<file path="src/rtl/serial_display_rx.sv">
// Receiver for the three-wire 7-segment shift-out link: synchronizes the serial
// pins, rebuilds the 48-bit frame and decodes each digit back to BCD.
module serial_display_rx #(
   parameter int FRAME_BITS  = 48,
   parameter int SYNC_STAGES = 2
) (
   input  logic        i_clk,
   input  logic        i_reset_n,
   input  logic        i_en,
   input  logic        i_serial_data,
   input  logic        i_serial_clk,
   input  logic        i_serial_latch,
   output logic [3:0]  o_hours_msb,
   output logic [3:0]  o_hours_lsb,
   output logic [3:0]  o_minutes_msb,
   output logic [3:0]  o_minutes_lsb,
   output logic [3:0]  o_seconds_msb,
   output logic [3:0]  o_seconds_lsb,
   output logic [5:0]  o_digit_valid,
   output logic [5:0]  o_dp,
   output logic [47:0] o_frame,
   output logic        o_frame_stb,
   output logic        o_frame_err
);

   localparam int          FW        = 48;
   localparam logic [5:0]  FRAME_CNT = 6'(FRAME_BITS);

   logic [SYNC_STAGES-1:0] data_sync_q;
   logic [SYNC_STAGES-1:0] clk_sync_q;
   logic [SYNC_STAGES-1:0] latch_sync_q;
   logic                   clk_prev_q;
   logic                   latch_prev_q;

   logic [FW-1:0] shift_q, shift_d;
   logic [5:0]    cnt_q, cnt_d;
   logic [FW-1:0] frame_q, frame_d;
   logic [23:0]   bcd_q, bcd_d;
   logic [5:0]    valid_q, valid_d;
   logic [5:0]    dp_q, dp_d;
   logic          stb_q, stb_d;
   logic          err_q, err_d;

   logic data_s, clk_rise_s, latch_rise_s;
   logic [4:0] dec_s;
   logic [7:0] byte_s;

   // {valid, bcd} for a {g..a} segment pattern; anything unrecognised is 4'hF/invalid
   function automatic logic [4:0] decode7(input logic [6:0] seg);
      case (seg)
         7'h3F:   decode7 = {1'b1, 4'd0};
         7'h06:   decode7 = {1'b1, 4'd1};
         7'h5B:   decode7 = {1'b1, 4'd2};
         7'h4F:   decode7 = {1'b1, 4'd3};
         7'h66:   decode7 = {1'b1, 4'd4};
         7'h6D:   decode7 = {1'b1, 4'd5};
         7'h7D:   decode7 = {1'b1, 4'd6};
         7'h07:   decode7 = {1'b1, 4'd7};
         7'h7F:   decode7 = {1'b1, 4'd8};
         7'h6F:   decode7 = {1'b1, 4'd9};
         default: decode7 = {1'b0, 4'hF};
      endcase
   endfunction

   assign data_s       = data_sync_q[SYNC_STAGES-1];
   assign clk_rise_s   = clk_sync_q[SYNC_STAGES-1] & ~clk_prev_q;
   assign latch_rise_s = latch_sync_q[SYNC_STAGES-1] & ~latch_prev_q;

   // Shift, count and latch handling; a same-cycle shift is applied before the latch check
   always_comb begin
      shift_d = shift_q;
      cnt_d   = cnt_q;
      frame_d = frame_q;
      bcd_d   = bcd_q;
      valid_d = valid_q;
      dp_d    = dp_q;
      stb_d   = 1'b0;
      err_d   = 1'b0;
      dec_s   = 5'd0;
      byte_s  = 8'd0;
      if (i_en && clk_rise_s) begin
         shift_d = {shift_q[FW-2:0], data_s};
         if (cnt_q != 6'd63) begin
            cnt_d = cnt_q + 6'd1;
         end else begin
            cnt_d = cnt_q;
         end
      end else begin
         shift_d = shift_q;
      end
      if (i_en && latch_rise_s) begin
         if (cnt_d == FRAME_CNT) begin
            frame_d = shift_d;
            stb_d   = 1'b1;
            for (int k = 0; k < 6; k++) begin
               byte_s = shift_d[FW-1-8*k -: 8];
               dec_s  = decode7(byte_s[6:0]);
               bcd_d[23-4*k -: 4] = dec_s[3:0];
               valid_d[5-k]       = dec_s[4];
               dp_d[5-k]          = byte_s[7];
            end
         end else begin
            err_d = 1'b1;
         end
         cnt_d = 6'd0;
      end else begin
         stb_d = 1'b0;
      end
   end

   // Synchronizers, edge history and all state registers
   always_ff @(posedge i_clk) begin
      if (!i_reset_n) begin
         data_sync_q  <= '0;
         clk_sync_q   <= '0;
         latch_sync_q <= '0;
         clk_prev_q   <= 1'b0;
         latch_prev_q <= 1'b0;
         shift_q      <= 48'd0;
         cnt_q        <= 6'd0;
         frame_q      <= 48'd0;
         bcd_q        <= 24'hFFFFFF;
         valid_q      <= 6'd0;
         dp_q         <= 6'd0;
         stb_q        <= 1'b0;
         err_q        <= 1'b0;
      end else begin
         data_sync_q  <= {data_sync_q[SYNC_STAGES-2:0], i_serial_data};
         clk_sync_q   <= {clk_sync_q[SYNC_STAGES-2:0], i_serial_clk};
         latch_sync_q <= {latch_sync_q[SYNC_STAGES-2:0], i_serial_latch};
         clk_prev_q   <= clk_sync_q[SYNC_STAGES-1];
         latch_prev_q <= latch_sync_q[SYNC_STAGES-1];
         shift_q      <= shift_d;
         cnt_q        <= cnt_d;
         frame_q      <= frame_d;
         bcd_q        <= bcd_d;
         valid_q      <= valid_d;
         dp_q         <= dp_d;
         stb_q        <= stb_d;
         err_q        <= err_d;
      end
   end

   assign o_hours_msb   = bcd_q[23:20];
   assign o_hours_lsb   = bcd_q[19:16];
   assign o_minutes_msb = bcd_q[15:12];
   assign o_minutes_lsb = bcd_q[11:8];
   assign o_seconds_msb = bcd_q[7:4];
   assign o_seconds_lsb = bcd_q[3:0];
   assign o_digit_valid = valid_q;
   assign o_dp          = dp_q;
   assign o_frame       = frame_q;
   assign o_frame_stb   = stb_q;
   assign o_frame_err   = err_q;

endmodule

</file>
<file path="config.mk">
export PLATFORM = sky130hd
export DESIGN_NAME = serial_display_rx
export DESIGN_NICKNAME = d
export VERILOG_FILES = /design/src/rtl/serial_display_rx.sv
export SDC_FILE = /design/constraint.sdc
export NUM_CORES = 1
export LEC_CHECK = 0
export ABC_AREA = 0
export ABC_CLOCK_PERIOD_IN_PS = 3430
export BUFFER_PORTS_ARGS = -buffer_cell sky130_fd_sc_hd__buf_4
export CORE_MARGIN = 1
export CORE_UTILIZATION = 40
export CTS_CLUSTER_SIZE = 25
export DETAILED_ROUTE_END_ITERATION = 10
export PLACE_DENSITY = 0.57
export SYNTH_ARGS = -nofsm -noshare
export SYNTH_HDL_FRONTEND = slang
export SYNTH_SLANG_ARGS = --single-unit
</file>
<file path="constraint.sdc">
create_clock -name i_clk -period 3.43 [get_ports i_clk]
set_clock_uncertainty 0.1 [all_clocks]
set_input_delay 0.5145 -clock i_clk [delete_from_list [all_inputs] [get_ports i_clk]]
set_output_delay 0.5145 -clock i_clk [all_outputs]
set_load 0.03 [all_outputs]
</file>
---- Word level (Yosys, flattened, before mapping) ----
Index checks and enable logic that the tools add are counted.
cells by class
  div/mod/pow operators ................... 0
  magnitude comparators ................... 0
  multiplexer cells ....................... 11
  equality and inequality tests ........... 62
  multiply operators ...................... 0
  add/sub/neg operators ................... 1
  shift operators ......................... 0
  bitwise operators ....................... 5
  reduce and logical (&&, ||, !) cells .... 5
operators with widths
  cell                   number
  $pmux W5 S10           6
  $eq A7 B7 Y1 const B   42
  $eq A7 B3 Y1 const B   12
  $mux W48               1
  $eq A7 B6 Y1 const B   6
  $mux W6                2
  $add A6 B1 Y6 const B  1
  $eq A6 B6 Y1 const B   1
  $ne A6 B6 Y1 const B   1
  $reduce_and A2 Y1      2
  $not A1 Y1             3
  $and A1 B1 Y1          2
  $logic_and A1 B1 Y1    2
  $mux W1                2
  $reduce_or A2 Y1       1
word-level totals
  memories ................................ 0
  latch bits .............................. 0
  ROM bits ................................ 0
  memory bits (writable) .................. 0
  output and inout port bits .............. 86
  word-level logic and storage cells ...... 97
  register bits after elaboration ......... 148

---- Depth between registers and ports, before layout ----
  word-level depth ........................ 6
  gate-level depth with buffers ........... 10
  mapped depth without buffers ............ 7

---- Worst setup path after synthesis ----
Ideal clock, no wire load.
  path kind ............................... in2reg
  start point ............................. input i_en
  end point ............................... register bcd_q[12]
  data arrival time ....................... 1.977 ns
  buffers on the path ..................... 2
  path slack .............................. 1.231 ns
  cell stages on the path ................. 8
  setup time .............................. 0.122 ns
  cells stage by stage .................... and3b_1 > buf_4 > buf_4 > o22ai_1 > nand2_1 > o211a_1 > and3_1 > o32a_1
between the ends
  word-level cells in the longest chain between the ends .. 4
  elaborated cells between the ends (all ways) .. 17
  those cells by class .................... eq/ne (11); mux (3); reduce/logical (3)
ends and longest elaborated chain
  element                                                   RTL line  text
  from (decl)                                               9         input logic i_en,
  $logic_and A1 B1 Y1                                       81        if (i_en && clk_rise_s) begin
  $mux W48 / $mux W6 (equally long branches)                81
  $eq A7 B7 Y1 (tied with other cells)                      50        case (seg)
  $pmux W5 S10 / $reduce_and A2 Y1 (equally long branches)  n/a
  to (signal assigned)                                      122       bcd_q <= 24'hFFFFFF;
  to (signal assigned)                                      136       bcd_q <= bcd_d;
  to (decl)                                                 38        logic [23:0] bcd_q, bcd_d;
Several ways; a longest one is shown, not always the timed one.
A chain may end at the register's enable or synchronous reset.

---- Worst setup path in the final report ----
  start point ............................. register clk_sync_q[1]
  end point ............................... register frame_q[10] (netlist: o_frame[10])
between the ends
  word-level cells in the longest chain between the ends .. 5
  elaborated cells between the ends (all ways) .. 6
  those cells by class .................... eq/ne (1); mux (2); bitwise (1); reduce/logical (2)
ends and longest elaborated chain
  element                      RTL line  text
  from (decl)                  30        logic [SYNC_STAGES-1:0] clk_sync_q;
  from (signal assigned)       129       clk_sync_q <= {clk_sync_q[SYNC_STAGES-2:0], i_serial_clk};
  $and A1 B1 Y1 (*)            66        assign clk_rise_s = clk_sync_q[SYNC_STAGES-1] & ~clk_prev_q;
  $logic_and A1 B1 Y1 (*)      81
  $mux W6                      81
  $eq A6 B6 Y1                 92        if (cnt_d == FRAME_CNT) begin
  $reduce_and A2 Y1 (no line)  n/a
  to (signal assigned)         135       frame_q <= frame_d;
  to (decl)                    37        logic [FW-1:0] frame_q, frame_d;
Mark *: on every way between the ends. The rest lies on a longest branch, timed or not.

==> impl_metrics.env <==
export IMPL_die_h_um=136
export IMPL_internal_power_mw=2.79
export IMPL_fin_hold_ws_ns=0.199
export IMPL_ys_warn_count=0
export IMPL_irDropWorstVdd_uv=377
export IMPL_status="finished clean"
export IMPL_synthTopCellsByArea="dfxtp_1 40%, nor2_1 6.6%, a211oi_1 6.1%"
export IMPL_clkTransAtPathRegs_ns=0.06
export IMPL_numCtsBuffers=17
export IMPL_synth_cells=861
export IMPL_tightest_slew_ns=0.727
export IMPL_worstSetupEndpointType="flip-flop"
export IMPL_met1_length_um=9060
export IMPL_grt_start_max_net_pins=67
export IMPL_grt_pass1_vias=5783
export IMPL_p_leak_nw=2.99
export IMPL_cts_root_buf="clkbuf_16"
export IMPL_overflow=0
export IMPL_switching_share_pct=22.6
export IMPL_finalCritPeriodShare_pct=89.6
export IMPL_syn_mean_instance_area_um2=8.28
export IMPL_nNetsFinal=903
export IMPL_h_tree_depth=4
export IMPL_initial_core_util_pct=41.1
export IMPL_grt_pass1_wl_um=30100
export IMPL_drc=0
export IMPL_instances_no_fill=1134
export IMPL_clkLatencyLatePin_ns=0.42
export IMPL_synth_ff_latch_count=142
export IMPL_cts_resized_gates=0
export IMPL_yosys_area_top_type="dfxtp_1"
export IMPL_placedCellCount=1102
export IMPL_firstDrtPassIters=5
export IMPL_die_x_um=136
export IMPL_cts_num_sinks=142
export IMPL_syn_to_final_growth_pct=17.5
export IMPL_arrival_ns=3.30
export IMPL_max_cap_violations=0
export IMPL_routed_top_layer="met4"
export IMPL_hold_buffers=0
export IMPL_clkPwrFrac_pct=51.8
export IMPL_place_congestion=0.892
export IMPL_async_flop_share_pct=0
export IMPL_drt_iter0_drc=558
export IMPL_synth_most_common_cell="dfxtp_1"
export IMPL_seq_area_frac_synth_pct=39.9
export IMPL_routed_wl_met2_um=8330
export IMPL_antenna_cells=0
export IMPL_finalCriticalPeriod_ns=3.07
export IMPL_max_freq_mhz=325
export IMPL_io_pin_count=92
export IMPL_dr_wl_met3_um=832
export IMPL_start_kind="flip-flop"
export IMPL_crit_fanout=47
export IMPL_synth_nets=868
export IMPL_drv_slew=0
export IMPL_p_comb_share_pct=2.1
export IMPL_min_path_type="in2reg"
export IMPL_routed_wl_um=18600
export IMPL_core_area_mm2=0.0174
export IMPL_syn_area_mm2=0.00713
export IMPL_yosysTopAreaCellShare_pct=39.9
export IMPL_clock_path_buffers=2
export IMPL_io_buffers=91
export IMPL_cts_setup_buffers=0
export IMPL_cts_tree="built"
export IMPL_power_density_mw_per_mm2=429
export IMPL_critical_path_class="reg2reg"
export IMPL_grt_use_total_pct=20.7
export IMPL_dieArea_mm2=0.0184
export IMPL_vias_per_cell=5.76
export IMPL_vias=6528
export IMPL_wl_per_cell_um=16.4
export IMPL_synth_edf_count=0
export IMPL_p_seq_share_pct=46.1
export IMPL_p_sw_uw=812
export IMPL_max_slew_margin_pct=51.1
export IMPL_antenna_found_initial=0
export IMPL_ys_types=66
export IMPL_rows=48
export IMPL_cp_required_ns=3.66
export IMPL_fillers=1699
export IMPL_hold_viol=0
export IMPL_final_layout_size_suffix_gt1_share_pct=17.2
export IMPL_ant_nets=0
export IMPL_ys_flop_type="dfxtp_1"
export IMPL_synthTopCellsByCount="142 x dfxtp_1, 126 x nor2_1, 62 x nand2_1, 58 x a211oi_1, 49 x clkbuf_1"
export IMPL_report_power_total_mw=3.60
export IMPL_setup_violations=0
export IMPL_fin_setup_tns_ns=0
export IMPL_place_detailed_hpwl_um=12500
export IMPL_rsz0062_at_grt="false"
## power by group through the flow
stage               logic, mW  clock network [mW]  registers [mW]
global placement       0.0760                   0            1.70
floorplan              0.0578                   0            1.69
finish                 0.0754                1.86            1.66
global route           0.0823                1.97            1.66
detailed placement     0.0770                   0            1.70
CTS                    0.0765                1.90            1.66
## cell type report
| type | count | area [µm²] | share of cell area (%) |
|---|---|---|---|
| multi-input cells | 616 | 3810 | 45.4 |
| flip-flops and latches | 142 | 2840 | 33.9 |
| repair buffers | 106 | 808 | 9.64 |
| clock buffers | 20 | 457 | 5.45 |
| well taps | 225 | 282 | 3.36 |
| clock inverters | 12 | 136 | 1.63 |
| inverters | 13 | 48.8 | 0.582 |
## placed cells by master, fill, tap and decap left out, types with 4 or more instances in the layout
master and count:
dfxtp_1 142, nor2_1 126, buf_4 105, nand2_1 62, a211oi_1 58, a21oi_1 34, nand3_1 29, mux2i_1 27
nor3_1 24, nand3b_1 22, a21boi_0 18, clkbuf_16 17, nand4b_1 16, o21ai_0 15, and2_1 14, inv_1 12
o211ai_1 12, o22ai_1 10, nand4_1 8, nor4_1 8, a41oi_1 8, and3_1 7, o32ai_1 7, a2bb2oi_1 7
o2111ai_1 7, a31oi_1 7, and4_1 6, clkinvlp_4 6, and4b_1 5, o32a_1 5, o21ai_1 5, or2_2 4
nand2b_1 4, nor4b_1 4, nor3b_1 4, or3b_2 4, or3_1 4
## per-layer routing
metal / global-route usage, % / vias up
met1: 29.2 / 3075
met5: 0 / -
met4: 7.87 / 0
met3: 3.67 / 26
li1: - / 3244
met2: 31.2 / 183
## sequential cells by signal, summed over array words and instances, names as in the netlist
| signal | count |
|---|---|
| o_frame | 48 |
| shift_q | 48 |
| bcd_q | 24 |
| cnt_q | 6 |
| o_digit_valid | 6 |
| clk_sync_q | 2 |
| data_sync_q | 2 |
| latch_sync_q | 2 |
| clk_prev_q | 1 |
| latch_prev_q | 1 |
| o_frame_err | 1 |
| o_frame_stb | 1 |
## critical path, cell delays in order, from the launching register on
cell and delay, ns:
dfxtp_1 0.65, and3b_2 0.49, nand3_1 0.18, o22ai_1 0.39
and3_4 0.57, buf_12 0.27, nor2_1 0.07, a211oi_1 0.23
## cells by family (layout without fill, tap and decap cells)
kind of cell             after synthesis  after routing  synth area share, %
XOR/XNOR                               3              3                0.368
AND/OR/NAND/NOR                      362            362                 26.4
multiplexers                          29             29                 4.11
buffers and inverters                103            151                 6.82
AO/OA/AOI/OAI                        221            221                 22.2
adder cells (fa/ha/maj)                1              1                0.175
flip-flops                           142            142                 39.9
## worst paths after layout
check,start,end,slack (ns),cells past startpoint
min,i_serial_data,data_sync_q[0],0.20,2
max,clk_sync_q[1],o_frame[10],0.36,7
max reg2reg,clk_sync_q[1],o_frame[10],0.36,7
min reg2reg,data_sync_q[0],data_sync_q[1],0.34,1
## stage by stage
| stage | area, µm² | setup slack (ns) | utilization (%) |
|---|---|---|---|
| 2_1_floorplan | 7130 | 1.23 | - |
| 3_3_place_gp | 7790 | 0.539 | 44.9 |
| 3_5_place_dp | 7790 | 0.365 | 44.9 |
| 4_1_cts | 8380 | 0.370 | 48.3 |
| 5_1_grt | 8380 | 0.169 | 48.3 |
| 6_report | 8380 | 0.355 | 48.3 |
Note: power is estimated with default switching activity, not from simulation.
